$ cat src/rtl/ddram_wr_fifo_pkg.sv
// Shared DDRAM port constants and small helpers for the DDRAM write-posting buffer.
package ddram_wr_fifo_pkg;

    localparam int         DDRAM_AW     = 29;
    localparam int         DDRAM_DW     = 64;
    localparam int         DDRAM_BEW    = DDRAM_DW / 8;
    localparam logic [7:0] DDRAM_BURST1 = 8'd1;

    // Counter that sticks at all-ones so a long overflow storm stays visible.
    function automatic logic [15:0] sat_inc16(input logic [15:0] v);
        return (v == 16'hFFFF) ? v : v + 16'd1;
    endfunction

endpackage

$ cat src/rtl/ddram_wr_fifo_mem.sv
// Entry storage for ddram_wr_fifo: one write port with per-byte data enables,
// asynchronous reads of the head entry and of the tail entry.
module ddram_wr_fifo_mem #(
    parameter int AW         = 29,
    parameter int DW         = 64,
    parameter int DEPTH_LOG2 = 4
) (
    input  logic                  clk,
    input  logic                  we,
    input  logic [DEPTH_LOG2-1:0] waddr,
    input  logic [AW-1:0]         wr_addr,
    input  logic [DW-1:0]         wr_din,
    input  logic [DW/8-1:0]       wr_be,
    input  logic [DW/8-1:0]       lane_en,
    input  logic [DEPTH_LOG2-1:0] head_ptr,
    input  logic [DEPTH_LOG2-1:0] tail_ptr,
    output logic [AW-1:0]         head_addr,
    output logic [DW-1:0]         head_din,
    output logic [DW/8-1:0]       head_be,
    output logic [AW-1:0]         tail_addr,
    output logic [DW/8-1:0]       tail_be
);

    localparam int DEPTH = 1 << DEPTH_LOG2;
    localparam int BEW   = DW / 8;

    logic [AW-1:0]  addr_mem [DEPTH];
    logic [BEW-1:0] be_mem   [DEPTH];

    // Address and byte-enable fields are rewritten on every write; on a merge
    // the caller supplies the same address and the OR-ed enables.
    always_ff @(posedge clk) begin
        if (we) begin
            addr_mem[waddr] <= wr_addr;
            be_mem[waddr]   <= wr_be;
        end
    end

    assign head_addr = addr_mem[head_ptr];
    assign head_be   = be_mem[head_ptr];
    assign tail_addr = addr_mem[tail_ptr];
    assign tail_be   = be_mem[tail_ptr];

    for (genvar l = 0; l < BEW; l++) begin : g_lane
        logic [7:0] lane_mem [DEPTH];

        always_ff @(posedge clk) begin
            if (we && lane_en[l])
                lane_mem[waddr] <= wr_din[l*8 +: 8];
        end

        assign head_din[l*8 +: 8] = lane_mem[head_ptr];
    end

endmodule

$ cat src/rtl/ddram_wr_fifo.sv
// Write-posting FIFO in front of the DDRAM Avalon write port; drops and counts writes on overflow.
// Optional write merging into the tail entry is enabled by defining DDRAM_WR_MERGE_EN.
module ddram_wr_fifo
    import ddram_wr_fifo_pkg::*;
#(
    parameter int AW         = DDRAM_AW,
    parameter int DW         = DDRAM_DW,
    parameter int DEPTH_LOG2 = 4
) (
    input  logic                  clk,
    input  logic                  rst_n,
    input  logic                  in_we,
    input  logic [AW-1:0]         in_addr,
    input  logic [DW-1:0]         in_din,
    input  logic [DW/8-1:0]       in_be,
    output logic                  in_full,
    output logic [DEPTH_LOG2:0]   level,
    output logic [15:0]           ovf_cnt,
    input  logic                  DDRAM_BUSY,
    output logic                  DDRAM_WE,
    output logic [AW-1:0]         DDRAM_ADDR,
    output logic [DW-1:0]         DDRAM_DIN,
    output logic [DW/8-1:0]       DDRAM_BE,
    output logic [7:0]            DDRAM_BURSTCNT,
    output logic                  DDRAM_RD
);

    localparam int                  BEW     = DW / 8;
    localparam logic [DEPTH_LOG2:0] DEPTH_C = {1'b1, {DEPTH_LOG2{1'b0}}};
    localparam logic [DEPTH_LOG2:0] ONE_C   = (DEPTH_LOG2+1)'(1);

    logic [DEPTH_LOG2-1:0] wr_ptr, rd_ptr, tail_ptr, mem_waddr;
    logic [DEPTH_LOG2:0]   count, count_nxt;
    logic                  xfer_done, out_free, pop, push, merge, drop;
    logic                  mem_we;
    logic [BEW-1:0]        mem_be, lane_en;
    logic [AW-1:0]         head_addr, tail_addr;
    logic [DW-1:0]         head_din;
    logic [BEW-1:0]        head_be, tail_be;

    assign tail_ptr       = wr_ptr - DEPTH_LOG2'(1);
    assign level          = count;
    assign DDRAM_BURSTCNT = DDRAM_BURST1;
    assign DDRAM_RD       = 1'b0;

    ddram_wr_fifo_mem #(
        .AW         (AW),
        .DW         (DW),
        .DEPTH_LOG2 (DEPTH_LOG2)
    ) u_mem (
        .clk       (clk),
        .we        (mem_we),
        .waddr     (mem_waddr),
        .wr_addr   (in_addr),
        .wr_din    (in_din),
        .wr_be     (mem_be),
        .lane_en   (lane_en),
        .head_ptr  (rd_ptr),
        .tail_ptr  (tail_ptr),
        .head_addr (head_addr),
        .head_din  (head_din),
        .head_be   (head_be),
        .tail_addr (tail_addr),
        .tail_be   (tail_be)
    );

`ifdef DDRAM_WR_MERGE_EN
    // The tail is only consumed by this cycle's pop when it is the sole entry.
    assign merge = in_we && (count != '0) && (in_addr == tail_addr) &&
                   !(pop && (count == ONE_C));
`else
    logic tail_unused;
    assign merge       = 1'b0;
    assign tail_unused = ^{tail_addr, tail_be};
`endif

    always_comb begin
        xfer_done = DDRAM_WE && !DDRAM_BUSY;
        out_free  = !DDRAM_WE || xfer_done;
        pop       = out_free && (count != '0);
        push      = in_we && !merge && ((count != DEPTH_C) || pop);
        drop      = in_we && !merge && !push;

        mem_we    = push || merge;
        mem_waddr = merge ? tail_ptr : wr_ptr;
        mem_be    = merge ? (tail_be | in_be) : in_be;
        lane_en   = merge ? in_be : {BEW{1'b1}};

        count_nxt = count;
        case ({push, pop})
            2'b10:   count_nxt = count + ONE_C;
            2'b01:   count_nxt = count - ONE_C;
            default: count_nxt = count;
        endcase
    end

    always_ff @(posedge clk) begin
        if (!rst_n) begin
            wr_ptr     <= '0;
            rd_ptr     <= '0;
            count      <= '0;
            in_full    <= 1'b0;
            ovf_cnt    <= '0;
            DDRAM_WE   <= 1'b0;
            DDRAM_ADDR <= '0;
            DDRAM_DIN  <= '0;
            DDRAM_BE   <= '0;
        end else begin
            if (push)
                wr_ptr <= wr_ptr + DEPTH_LOG2'(1);
            if (pop)
                rd_ptr <= rd_ptr + DEPTH_LOG2'(1);
            count   <= count_nxt;
            in_full <= (count_nxt == DEPTH_C);
            if (drop)
                ovf_cnt <= sat_inc16(ovf_cnt);

            // Output register reloads only when idle or its beat was just accepted.
            if (out_free) begin
                if (pop) begin
                    DDRAM_WE   <= 1'b1;
                    DDRAM_ADDR <= head_addr;
                    DDRAM_DIN  <= head_din;
                    DDRAM_BE   <= head_be;
                end else begin
                    DDRAM_WE   <= 1'b0;
                end
            end
        end
    end

endmodule

$ cat config.mk
export PLATFORM = sky130hd
export DESIGN_NAME = ddram_wr_fifo
export DESIGN_NICKNAME = d
export VERILOG_FILES = /design/src/rtl/ddram_wr_fifo_pkg.sv /design/src/rtl/ddram_wr_fifo_mem.sv /design/src/rtl/ddram_wr_fifo.sv
export SDC_FILE = /design/constraint.sdc
export NUM_CORES = 2
export LEC_CHECK = 0
export CAP_MARGIN = 20
export CORE_AREA = 4 4 353 355
export CTS_BUF_LIST = sky130_fd_sc_hd__clkbuf_2 sky130_fd_sc_hd__clkbuf_4 sky130_fd_sc_hd__clkbuf_8
export DETAILED_ROUTE_END_ITERATION = 10
export DIE_AREA = 0 0 357 359
export DONT_BUFFER_PORTS = 1
export MAX_ROUTING_LAYER = met4
export PLACE_DENSITY = 0.69
export SETUP_SLACK_MARGIN = 0.05
export SLEW_MARGIN = 30
export SYNTH_ARGS = -nofsm -noshare
export SYNTH_HDL_FRONTEND = slang
export SYNTH_SLANG_ARGS = --single-unit
$ cat constraint.sdc
create_clock -name clk -period 16.2 [get_ports clk]
set_input_delay 1.62 -clock clk [delete_from_list [all_inputs] [get_ports clk]]
set_output_delay 1.62 -clock clk [all_outputs]
set_load 0.005 [all_outputs]
Word level (Yosys, flattened, before mapping). Memories as Yosys holds them, arrays and structs flattened. A register that Yosys moved wholly into a read port is not among the register bits. Index checks and enable logic that the tools add are counted.

Register bits: 31. Bits in writable memories: 1616. Input bits: 105. Output and inout port bits: 133. Word-level logic and storage cells: 53. Memories kept: 10.

Memory list: u_mem.addr_mem (depth 16, width 29, read ports 1, clocked after Yosys merged registers in 1, write ports 1, line ddram_wr_fifo_mem.sv:27) `logic [AW-1:0] addr_mem [DEPTH];`; u_mem.be_mem (depth 16, width 8, read ports 1, clocked after Yosys merged registers in 1, write ports 1, line ddram_wr_fifo_mem.sv:28) `logic [BEW-1:0] be_mem [DEPTH];`; u_mem.g_lane[0].lane_mem (depth 16, width 8, read ports 1, clocked after Yosys merged registers in 1, write ports 1, line ddram_wr_fifo_mem.sv:45) `logic [7:0] lane_mem [DEPTH];`; u_mem.g_lane[1].lane_mem (depth 16, width 8, read ports 1, clocked after Yosys merged registers in 1, write ports 1, line ddram_wr_fifo_mem.sv:45); u_mem.g_lane[2].lane_mem (depth 16, width 8, read ports 1, clocked after Yosys merged registers in 1, write ports 1, line ddram_wr_fifo_mem.sv:45); u_mem.g_lane[3].lane_mem (depth 16, width 8, read ports 1, clocked after Yosys merged registers in 1, write ports 1, line ddram_wr_fifo_mem.sv:45); +4 memories.

$add $sub $neg: 5. Equality and inequality tests: 5. Mux-type cells: 4. Bitwise gates (word level): 1. Reductions and logical operators: 22.

Operators with widths (count): $add 16x1->16 const B (1); $eq 16x16->1 const B (1); $logic_not 1->1 (13); $pmux 5 s2 (1); $add 4x1->4 const B (2); $add 5x1->5 const B (1); $eq 5x5->1 const B (1); $ne 5x5->1 const B (1); $reduce_bool 5->1 (1); $sub 5x1->5 const B (1); $logic_and 1x1->1 (4); $reduce_and 2->1 (2); $mux 1 (3); $eq 2x1->1 const B (1); $eq 2x2->1 const B (1); $logic_or 1x1->1 (2); $not 1->1 (1).

Longest topological paths before layout.
Word-level depth: 9. Gate-level depth with buffers: 9.

Cells and area by module. From an unflattened synthesis, not the netlist that was laid out.

Cell total of the unflattened synthesis: 3576. Area total of the unflattened synthesis: 70799.2 µm².

Modules (own cells, without submodules): ddram_wr_fifo_mem (instances 1, cells each 2931, area each 65564.1 µm², seq. area each 48526.5 µm²); ddram_wr_fifo (instances 1, cells each 645, area each 5235.0 µm², seq. area each 2642.5 µm²).

Worst setup path before layout. Ideal clock, no wire load.

Kind: input to register. From: input port DDRAM_BUSY. To: memory u_mem.addr_mem[3][0], enable pin. Setup time: 0.684 ns. Data arrival time: 9.473 ns. Data required time: 15.516 ns. Setup slack: 6.043 ns. Stages: 5. Cell sequence: and2_1 buf_2 a31oi_1 nand2_1 nor3_1.

Cells in the longest elaborated chain, start to end: 8.

RTL lines: from (decl) (line ddram_wr_fifo.sv:19) `input logic DDRAM_BUSY,`; $logic_not 1->1 (line ddram_wr_fifo.sv:78) `xfer_done = DDRAM_WE && !DDRAM_BUSY;`; $logic_and 1x1->1 (line ddram_wr_fifo.sv:78); $logic_or 1x1->1 (line ddram_wr_fifo.sv:79) `out_free = !DDRAM_WE || xfer_done;`; $logic_and 1x1->1 (line ddram_wr_fifo.sv:80) `pop = out_free && (count != '0);`; $logic_or 1x1->1 (line ddram_wr_fifo.sv:81) `push = in_we && !merge && ((count != DEPTH_C) || pop);`; $logic_and 1x1->1 (line ddram_wr_fifo.sv:81); $mux 1 (line ddram_wr_fifo_mem.sv:33) `if (we) begin`; $mux 1 (implied by the code) (line ddram_wr_fifo_mem.sv:34) `addr_mem[waddr] <= wr_addr;`; to (decl) (line ddram_wr_fifo_mem.sv:27).

Every way passes these cells.

Final worst setup path.
From: input port DDRAM_BUSY. To: memory u_mem.g_lane[3].lane_mem[15][0], enable pin.

Cells in the longest elaborated chain, start to end: 8.

RTL lines: $logic_not 1->1 (line ddram_wr_fifo.sv:78); $logic_and 1x1->1 (line ddram_wr_fifo.sv:78); $logic_or 1x1->1 (line ddram_wr_fifo.sv:79); $logic_and 1x1->1 (line ddram_wr_fifo.sv:80); $logic_or 1x1->1 (line ddram_wr_fifo.sv:81); $logic_and 1x1->1 (line ddram_wr_fifo.sv:81); $mux 1 (line ddram_wr_fifo_mem.sv:48) `if (we && lane_en[l])`; $mux 1 (implied by the code) (line ddram_wr_fifo_mem.sv:49) `lane_mem[waddr] <= wr_din[l*8 +: 8];`; to (decl) (line ddram_wr_fifo_mem.sv:45).

Every way passes these cells.

==> run metrics <==
Core Area 121,000 sq um; starting utilization of the core area 53.6%; global-route wire length before repair 219,000 um; Die Span X 357 um; Power Internal 8180 uW; GR Layer Usage met1 31.4%; register share of total power 48.7%; num rows 128; Post-CTS Hold Buffers 0; die area 128,000 sq um; final period demand of the worst path 4.73 ns; total clock sinks 1,748; HP Class flop to flop; normalized max-slew margin 32.5%; worst skew pair latency 0.95 ns; initial antenna violation count 3; period utilization 29.2%; number of buffers created by CTS 290; Detailed Route Iter0 Violations 3,385; Clock Skew 0.0601 ns; Routed WL 147,000 um; peak fanout along the critical path 43; maximum clock path buffer count 4; total of warnings raised by yosys 0; cell area after synthesis 65,100 sq um; post-route ant nets 0; # fillers 8,415; Final Slew Violations 0; number of violations of the max-capacitance limit 0; Yosys reg bits 1,748; post-synthesis sequential area ratio 78.6%; HPWL after DPL 75,400 um; number of standard cells after synthesis 2,918; via/cell ratio 6.28; net load switching power 2850 uW; largest net degree at the start of global routing 89; result of the run finished clean; fraction of layout cells with a size suffix above 1 29.0%; Global Route met2 Usage 38.1%; final hold violation count 0; count of flip-flops with a built-in enable after synthesis 1,616; count of boundary I/O pins 238; Die Y-Extent 359 um; Clk network pwr share 33.6%; Max IR drop VDD 0.117 mV; CP endpoint kind flop; ys flop type edfxtp_1; final setup vio count 0; arrival time worst endpoint 5.28 ns; final sum of negative setup slack 0 ns; RD Place Congestion 0.793; synth-to-layout area growth 11.7%; Clock Root Buffer clkbuf_8; CTS tree built; crit path kind primary input to flop; RSZ-0062 raised after global routing no; final layout net count 3,222; post-synthesis async set-or-reset flop share 0%; GRT busiest layer met2; post-placement worst setup slack 10.12 ns; Clock transition at path regs 0.06 ns; post-layout worst setup margin 11.47 ns; actual transition at the worst max-transition pin 1.01 ns; startpoint kind of the worst setup timing path primary input; total number of vias 31,000; first-pass iteration count of the detailed router 5; number of gates resized after CTS 0; worst hold margin 0.512 ns; number of input and output port buffers inserted 0; vias in the first global route 32,900; unique cell type count in the Yosys netlist 47; Crit path required time 16.75 ns; Routed wire per std cell 29.7 um; utilization of the core after routing 59.9%; GRT Overall Usage 23.9%; global routing met3 resource utilization 6.24%; timing-limited maximum frequency 211 MHz; synthesized area per cell 22.3 sq um; power per cell area 152 nW/um^2; buffer count from post-CTS setup fixing 0; drt drc 0; GR Overflow Total 0; Max H-tree Level 5; Static Leak 0.0227 uW; switching portion of total power 25.8%; part of the total power dissipated in combinational logic 17.6%
==> cell usage after synthesis (5+ instances only) <==
cell type  number  share of area (%)
a21oi_1         8              0.062
a22o_1        101                1.4
a22oi_1       203                2.3
and2_1          7              0.067
buf_1          15              0.086
buf_2          57               0.44
buf_4           9               0.10
clkbuf_1       95               0.55
dfxtp_1       132                4.1
edfxtp_1     1616                 75
ha_1            9               0.17
inv_1          10              0.058
mux4_2        404                 14
nand2_1       122               0.70
nand3_1         6              0.046
nand4_1         5              0.048
nor2_1         41               0.24
nor3_1          9              0.069
xnor2_1        15               0.20
xor2_1          8               0.11
==> cell families (layout without fill, tap and decap cells) <==
kind of cell,after synthesis,in the layout,share of synthesized area (%)
AOI/OAI and AO/OA,335,335,4.16
xor gates and xnor gates,23,23,0.309
adders and majority gates,10,10,0.204
buffers and inverters,187,575,1.25
DFF,1748,1748,78.6
muxes,408,408,14.0
other,2,11,0.0115
and+or+nand+nor,205,205,1.43
==> cell usage in the layout, fill, tap and decap left out, types with 6 or more instances in the layout <==
master	netlist	final
conb_1	2	9
a21oi_1	8	8
nor2_4	0	15
xor2_1	8	8
clkbuf_4	0	102
dfxtp_1	132	130
mux4_2	404	404
inv_1	10	10
clkinv_1	0	47
edfxtp_1	1616	1616
buf_4	9	46
a22o_1	101	101
nand2_1	122	122
and2_1	7	6
clkinv_2	0	28
clkbuf_8	0	309
ha_1	9	9
a22oi_1	203	203
nand3_1	6	6
nor2_1	41	26
buf_6	1	16
xnor2_1	15	15
==> state kept, by name, summed over array words and instances (netlist names) <==
| name | cells |
|---|---|
| mem_waddr | 4 |
| u_mem.be_mem | 128 |
| DDRAM_BE | 8 |
| level | 5 |
| DDRAM_WE | 1 |
| u_mem.addr_mem | 464 |
| ovf_cnt | 16 |
| DDRAM_DIN | 64 |
| rd_ptr | 4 |
| DDRAM_ADDR | 29 |
| in_full | 1 |
| u_mem.g_lane.lane_mem | 1024 |
==> through the flow <==
| stage | std cells | instance area [sq um] | power, uW |
|---|---|---|---|
| 6_report | 4940 | 72800 | 11000 |
| 5_1_grt | 4940 | 72800 | 11500 |
| 4_1_cts | 4936 | 72700 | 11100 |
| 3_5_place_dp | 4438 | 67100 | 7430 |
| 3_3_place_gp | 4436 | 67000 | 7380 |
| 2_1_floorplan | 2925 | 65100 | 6890 |
==> power by group through the flow <==
stage,Sequential [uW],Combinational (uW),Clock [uW]
after detailed placement,5470,1960,0
after CTS,5380,1970,3790
final,5370,1940,3710
after global routing,5400,2100,4020
after global placement,5460,1920,0
after floorplan,5340,1550,0
==> worst max-delay path, cell delays in order <==
cell,delay (ns)
and2_1,0.26
a31oi_2,0.62
nand2_1,0.42
nor2_4,0.74
buf_4,0.84
buf_4,0.74
==> worst paths after layout <==
path	from	endpoint	slack, ns	cells past startpoint
min	DDRAM_DIN[5]	DDRAM_DIN[5]	0.51	1
max	DDRAM_BUSY	u_mem.g_lane[3].lane_mem[15][0]	11.47	6
min reg2reg	DDRAM_DIN[5]	DDRAM_DIN[5]	0.51	1
max reg2reg	level[0]	u_mem.g_lane[3].lane_mem[15][0]	11.72	6
==> layout make-up <==
cell class	count	area (sq um)	area share, %
clock inverters	87	523	0.719
inverters	10	37.5	0.0516
flip-flops and latches	1748	51200	70.3
repair buffers	67	656	0.901
diodes	2	5.00	0.00688
multi-input cells	990	13300	18.3
clock buffers	411	5020	6.90
well taps	1625	2030	2.79
==> layer usage <==
layer | wire length [um] | up-vias
met4 | 2530 | 0
met2 | 74200 | 1342
met1 | 57500 | 16700
met5 | 0 | -
li1 | - | 12700
met3 | 12500 | 223
Note: power is estimated with default switching activity, not from simulation.
